## config.mk

```make
export PLATFORM = sky130hd
export DESIGN_NAME = cpu_fetch_stage
export DESIGN_NICKNAME = d
export VERILOG_FILES = /design/src/rtl/cpu_fetch_stage_pkg.sv /design/src/rtl/cpu_pc_next_mux.sv /design/src/rtl/cpu_fetch_stage.sv
export SDC_FILE = /design/constraint.sdc
export NUM_CORES = 1
export LEC_CHECK = 0
export ABC_CLOCK_PERIOD_IN_PS = 4200
export BUFFER_PORTS_ARGS = -buffer_cell sky130_fd_sc_hd__buf_2
export CAP_MARGIN = 20
export CORE_MARGIN = 5
export CORE_UTILIZATION = 39
export CTS_BUF_LIST = sky130_fd_sc_hd__clkbuf_2
export CTS_CLUSTER_DIAMETER = 50
export DETAILED_ROUTE_END_ITERATION = 6
export PLACE_DENSITY = 0.62
export SYNTH_ARGS = -nofsm -noshare
export SYNTH_HDL_FRONTEND = slang
export SYNTH_SLANG_ARGS = --single-unit
```

## constraint.sdc

```tcl
create_clock -name clk -period 4.2 [get_ports clk]
set_input_delay 0.84 -clock clk [delete_from_list [all_inputs] [get_ports clk]]
set_output_delay 0.84 -clock clk [all_outputs]
set_load 0.01 [all_outputs]
```

## src/rtl/cpu_fetch_stage_pkg.sv

```systemverilog
// Shared constants for the IF stage: redirect encodings, hazard vector indices, NOP.
// Latency: none (constants and one pure helper function).
// Backpressure: none; stall/flush indices are used by the fetch-stage consumers.
package cpu_fetch_stage_pkg;

   // EX-stage PC redirect codes; 2'b11 is reserved and treated as no redirect.
   localparam logic [1:0] PC_INC_NORMAL = 2'b00;
   localparam logic [1:0] PC_INC_BRANCH = 2'b01;
   localparam logic [1:0] PC_INC_JUMP   = 2'b10;

   // Stall/flush vectors are packed {IF,ID,EX,MEM,WB}, so IF is the MSB.
   localparam int HAZARD_STALL_IF  = 4;
   localparam int HAZARD_STALL_ID  = 3;
   localparam int HAZARD_STALL_EX  = 2;
   localparam int HAZARD_STALL_MEM = 1;
   localparam int HAZARD_STALL_WB  = 0;
   localparam int HAZARD_FLUSH_IF  = 4;
   localparam int HAZARD_FLUSH_ID  = 3;
   localparam int HAZARD_FLUSH_EX  = 2;
   localparam int HAZARD_FLUSH_MEM = 1;
   localparam int HAZARD_FLUSH_WB  = 0;

   localparam logic [31:0] INSTR_NOP = 32'h0000_0000;

   function automatic logic is_redirect(input logic [1:0] code);
      return (code == PC_INC_BRANCH) || (code == PC_INC_JUMP);
   endfunction

endpackage

```

## src/rtl/cpu_pc_next_mux.sv

```systemverilog
// Next-PC select: redirect target, hold, or sequential PC+4; also flags redirect/misalign.
// Latency: purely combinational.
// Backpressure: hold input freezes the PC; a redirect overrides hold.
// Ports: pc (current PC), hold (IF stall or flush), pc_inc (EX redirect code),
//        branch_target / jump_target (byte targets), pc_next, redir, misalign.
module cpu_pc_next_mux
   import cpu_fetch_stage_pkg::*;
(
   input  logic [31:0] pc,
   input  logic        hold,
   input  logic [1:0]  pc_inc,
   input  logic [31:0] branch_target,
   input  logic [31:0] jump_target,
   output logic [31:0] pc_next,
   output logic        redir,
   output logic        misalign
);

   logic [31:0] target;

   always_comb begin
      redir    = is_redirect(pc_inc);
      target   = (pc_inc == PC_INC_JUMP) ? jump_target : branch_target;
      misalign = redir && (target[1:0] != 2'b00);
      if (redir) begin
         // Low bits are dropped so fetch stays word aligned; misalign records the fault.
         pc_next = {target[31:2], 2'b00};
      end else if (hold) begin
         pc_next = pc;
      end else begin
         pc_next = pc + 32'd4;
      end
   end

endmodule

```

## src/rtl/cpu_fetch_stage.sv

```systemverilog
// IF stage + IF/ID latch: owns the PC, addresses instruction memory, latches fetched word.
// Latency: 1 cycle from PC to ID latch; redirect at edge N fetches the target after N.
// Backpressure: stalls[IF] holds the PC, stalls[ID] holds the latch; flush/redirect inject bubbles.
// Ports: clk, clr (sync high reset), stalls/flushs (hazard vectors), pc_inc_realtime_ex,
//        branch/jump targets, im_addr/im_data (IMEM), pc_if, ID latch outputs,
//        misalign_err (sticky), fetch/stall/flush debug counters.
module cpu_fetch_stage
   import cpu_fetch_stage_pkg::*;
#(
   parameter logic [31:0] RESET_PC      = 32'h0000_0000,
   parameter int          IM_ADDR_WIDTH = 10
) (
   input  logic                     clk,
   input  logic                     clr,
   input  logic [4:0]               stalls,
   input  logic [4:0]               flushs,
   input  logic [1:0]               pc_inc_realtime_ex,
   input  logic [31:0]              branch_target_ex,
   input  logic [31:0]              jump_target_ex,
   output logic [IM_ADDR_WIDTH-1:0] im_addr,
   input  logic [31:0]              im_data,
   output logic [31:0]              pc_if,
   output logic [31:0]              instr_id,
   output logic [31:0]              pc_id,
   output logic [31:0]              pc_plus4_id,
   output logic                     valid_id,
   output logic                     misalign_err,
   output logic [31:0]              fetch_count,
   output logic [31:0]              stall_count,
   output logic [31:0]              flush_count
);

   logic [31:0] pc_next;
   logic [31:0] pc_plus4;
   logic        redir;
   logic        misalign;
   logic        stall_if;
   logic        stall_id;
   logic        flush_if;
   logic        flush_id;

   assign stall_if = stalls[HAZARD_STALL_IF];
   assign stall_id = stalls[HAZARD_STALL_ID];
   assign flush_if = flushs[HAZARD_FLUSH_IF];
   assign flush_id = flushs[HAZARD_FLUSH_ID];

   // Only the IF and ID bits of the hazard vectors matter to this stage.
   logic unused_hazard_bits;
   assign unused_hazard_bits = &{1'b0, stalls[2:0], flushs[2:0]};

   assign pc_plus4 = pc_if + 32'd4;
   assign im_addr  = pc_if[IM_ADDR_WIDTH+1:2];

   cpu_pc_next_mux u_pc_next_mux (
      .pc            (pc_if),
      .hold          (stall_if | flush_if),
      .pc_inc        (pc_inc_realtime_ex),
      .branch_target (branch_target_ex),
      .jump_target   (jump_target_ex),
      .pc_next       (pc_next),
      .redir         (redir),
      .misalign      (misalign)
   );

   always_ff @(posedge clk) begin
      if (clr) begin
         pc_if        <= RESET_PC;
         instr_id     <= INSTR_NOP;
         pc_id        <= RESET_PC;
         pc_plus4_id  <= RESET_PC + 32'd4;
         valid_id     <= 1'b0;
         misalign_err <= 1'b0;
         fetch_count  <= 32'd0;
         stall_count  <= 32'd0;
         flush_count  <= 32'd0;
      end else begin
         pc_if <= pc_next;
         if (misalign) begin
            misalign_err <= 1'b1;
         end
         // A redirect moves the PC even under stall, so that cycle is not a held cycle.
         if (stall_if && !redir) begin
            stall_count <= stall_count + 32'd1;
         end
         // Redirect squashes the instruction fetched this cycle: it is wrong-path.
         if (flush_id || redir) begin
            instr_id    <= INSTR_NOP;
            valid_id    <= 1'b0;
            pc_id       <= pc_if;
            pc_plus4_id <= pc_plus4;
            flush_count <= flush_count + 32'd1;
         end else if (!stall_id) begin
            instr_id    <= im_data;
            valid_id    <= 1'b1;
            pc_id       <= pc_if;
            pc_plus4_id <= pc_plus4;
            fetch_count <= fetch_count + 32'd1;
         end
      end
   end

endmodule

```

==> summary.md <==
| Metric | Value |
|---|---|
| Power density over the cells | 343.0 mW/mm^2 |
| Setup Viol. Count Final | 0 |
| Seq/Total Area, Yosys | 44.13% |
| Post-Place Cell Area | 0.01182 sq mm |
| DRT Pass-1 Iters | 6 |
| CTS H-tree lvls | 2 |
| Antenna-violating nets left | 0 |
| # fillers | 2535 |
| Yosys cell types | 44 |
| VDD IR max | 0.2465 mV |
| Vias in the first global route | 9036 |
| NetSw | 0.001283 W |
| DR vias/cell | 5.114 |
| Internal power | 0.002938 W |
| Worst endpoint required time | 4.89 ns |
| Status | finished clean |
| Commonest register cell after synthesis | dfxtp_1 |
| Leakage | 5.430 nW |
| Post-route clock period utilization | 62.54% |
| Critical-path cell list | ha_1 > nand4_1 > nor3_2 > nand4_1 > or3_1 > a311oi_1 |
| Num Clock Sinks | 220 |
| CTS Root Cell | clkbuf_2 |
| CTS clock-pin slew for the worst setup and hold paths | 0.11 ns |
| Startpoint types | flop |
| Multi-input logic area | 0.005106 sq mm |
| Layout cells sized above 1 | 29.31% |
| Achievable Freq | 380.7 MHz |
| Placed wire-length estimate | 21.55 mm |
| Final WL | 30.45 mm |
| Crit path time final | 2.627 ns |
| Most frequent CP cell | nand4_1 |
| Row cnt | 58 |
| Setup TNS | 0 ns |
| Initial core utilization | 39.64% |
| Gpl congestion | 0.8115 |
| Number of synthesized flops with an enable pin | 0 |
| Slowest-stage cell, CP | nor3_2 |
| Total GRT Usage | 20.07% |
| PostCTS Resize Cnt | 0 |
| Overflow after GRT | 0 |
| Die area | 0.02889 sq mm |
| Worst slew pin tran | 0.9144 ns |
| Unrepaired setup endpoints after global routing | false |
| Chip width | 170.0 microns |
| First-pass GRT wire length | 47.73 mm |
| Hold Buf Count CTS | 0 |
| Worst Setup Path Type | flop to flop |
| Flop pwr share | 54.0% |
| DRC Markers | 0 |
| Critical Path End Type | flop |
| Port-buffer cells | 333 |
| Num CTS Buffers | 58 |
| Max Cap Viol | 0 |
| Finished Cell Area | 0.01231 sq mm |
| Max Transition Viols Final | 0 |
| Mapped Area | 0.009981 sq mm |
| # IOs | 346 |
| Postcts setup bufs | 0 |
| Vias | 9532 |
| Relative slew slack | 39.04% |
| Ys Warns | 0 |
| Iteration-0 DRC Markers | 695 |
| Combinational group share of total power | 12.4% |
| CP Max Fanout | 9 |
| Final hold vios | 0 |
| Largest net degree at the start of global routing | 101 |
| Gate Count Post-Synth | 1175 |
| CTS tree | yes |
| Syn Area/Cell | 8.494 sq um |
| Initial antenna violation count | 2 |
| Final hold slack | 0.2950 ns |
| NumNets Final | 1609 |
| Worst skew pair latency | 0.83 ns |
| Min-delay worst type | input pin to flop |
| Reg-to-reg slack, setup | 1.57 ns |
| Die Ht | 170.0 microns |
| Arrival @ worst endpoint | 3.32 ns |
| Clk buf depth | 3 |
| Switching Share | 30.40% |
| Sequential Area | 0.004404 sq mm |
| Total core area | 0.02518 sq mm |
| Wirelength per Cell | 16.33 microns |
| Syn-to-layout area delta | 23.30% |
| Worst path max stage delay | 0.54 ns |
| Clock Power Share | 33.6% |
| Clock Skews | 0.07291 ns |
| #FFs+latches synth | 220 |
| Synth async-reset ratio | 0% |
## power groups by stage
stage          logic, W  registers [W]  clock network (W)
3_5_place_dp   0.000528        0.00233                  0
4_1_cts        0.000530        0.00228            0.00148
5_1_grt        0.000577        0.00230            0.00158
6_report       0.000524        0.00228            0.00142
3_3_place_gp   0.000524        0.00232                  0
2_1_floorplan  0.000297        0.00232                  0
## worst paths after layout
kind / startpoint / end / depth (start not counted)
hold / removal: im_data[5] / instr_id[5]$_SDFFE_PP0N_ / 3
setup reg to reg: pc_if[2]$_SDFFE_PP0P_ / pc_if[24]$_SDFFE_PP0P_ / 6
setup / recovery: pc_if[2]$_SDFFE_PP0P_ / pc_if[24]$_SDFFE_PP0P_ / 6
hold reg to reg: pc_id[24]$_SDFFE_PP0P_ / pc_id[24]$_SDFFE_PP0P_ / 2
## critical path: cells and delay by family, from the launching register on
family / cells / cell delay [ns]
DFF: 1 / 0.47
adders and majority gates: 1 / 0.30
and+or+nand+nor: 4 / 1.49
AOI/OAI and AO/OA: 1 / 0.24
## per-stage QoR
step           power [W]  utilization, %  setup slack, ns  instances
2_1_floorplan   0.002620               -           0.9520       1180
3_3_place_gp    0.002848           46.94           0.8057       1764
3_5_place_dp    0.002856           46.94           0.7618       1764
4_1_cts         0.004293           48.85            1.561       1862
5_1_grt         0.004452           48.87            1.286       1864
6_report        0.004221           48.87            1.573       1864
## placed cells by master, fill, tap and decap left out, types with 26 or more instances in the layout
cell | synthesis | final
nand2_1 | 117 | 116
mux2i_1 | 40 | 40
a211oi_1 | 67 | 67
nor2_1 | 164 | 164
nand3_1 | 51 | 51
a21oi_1 | 46 | 46
nor2b_1 | 26 | 26
nand4_1 | 48 | 48
clkbuf_2 | 0 | 88
dfxtp_1 | 220 | 220
nor3_1 | 26 | 26
xor2_1 | 82 | 82
buf_2 | 3 | 332
xnor2_1 | 47 | 47
## flip-flops by register name (all words and copies together) (netlist names)
signal	flops
fetch_count	32
pc_id	30
stall_count	32
valid_id	1
misalign_err	1
pc_plus4_id	30
instr_id	32
flush_count	32
pc_if	30
## layer usage
layer | track usage, % | share of wire, %
met3 | 5.761 | 8.9
met5 | 0 | 0
met4 | 7.326 | 2.9
met2 | 31.75 | 45
met1 | 26.24 | 43
## layout make-up
type	instances	area share [%]
repair buffers	351	14.89
clock buffers	88	3.579
clock inverters	10	0.3355
inverters	17	0.5185
well taps	330	3.355
flip-flops and latches	220	35.79
multi-input cells	846	41.49
diodes	2	0.04067
## cell families (layout without fill, tap and decap cells)
group                    after synthesis  after routing  share of synthesized area [%]
other                                  1              8                        0.03757
AO/OA/AOI/OAI                        150            150                          9.728
flip-flops                           220            220                          44.13
adder cells (fa/ha/maj)                5              5                         0.6268
XOR/XNOR                             129            129                          11.32
AND/OR/NAND/NOR                      516            516                          25.15
buffers and inverters                114            466                          5.002
multiplexers                          40             40                          4.011
## cell usage after synthesis, drive strengths merged, types with 22 or more instances
| cell | count | area, sq um |
|---|---|---|
| a211oi | 67 | 503.0 |
| clkbuf | 71 | 266.5 |
| or3 | 22 | 137.6 |
| nand2 | 117 | 439.2 |
| nand3 | 51 | 255.2 |
| nor2 | 164 | 615.6 |
| buf | 26 | 168.9 |
| nand4 | 48 | 300.3 |
| a21oi | 46 | 230.2 |
| dfxtp | 220 | 4404 |
| o21ai | 22 | 110.1 |
| xor2 | 82 | 718.2 |
| nor2b | 26 | 162.7 |
| xnor2 | 47 | 411.6 |
| mux2i | 40 | 400.4 |
| nor3 | 28 | 150.1 |
Note: power is estimated with default switching activity, not from simulation.
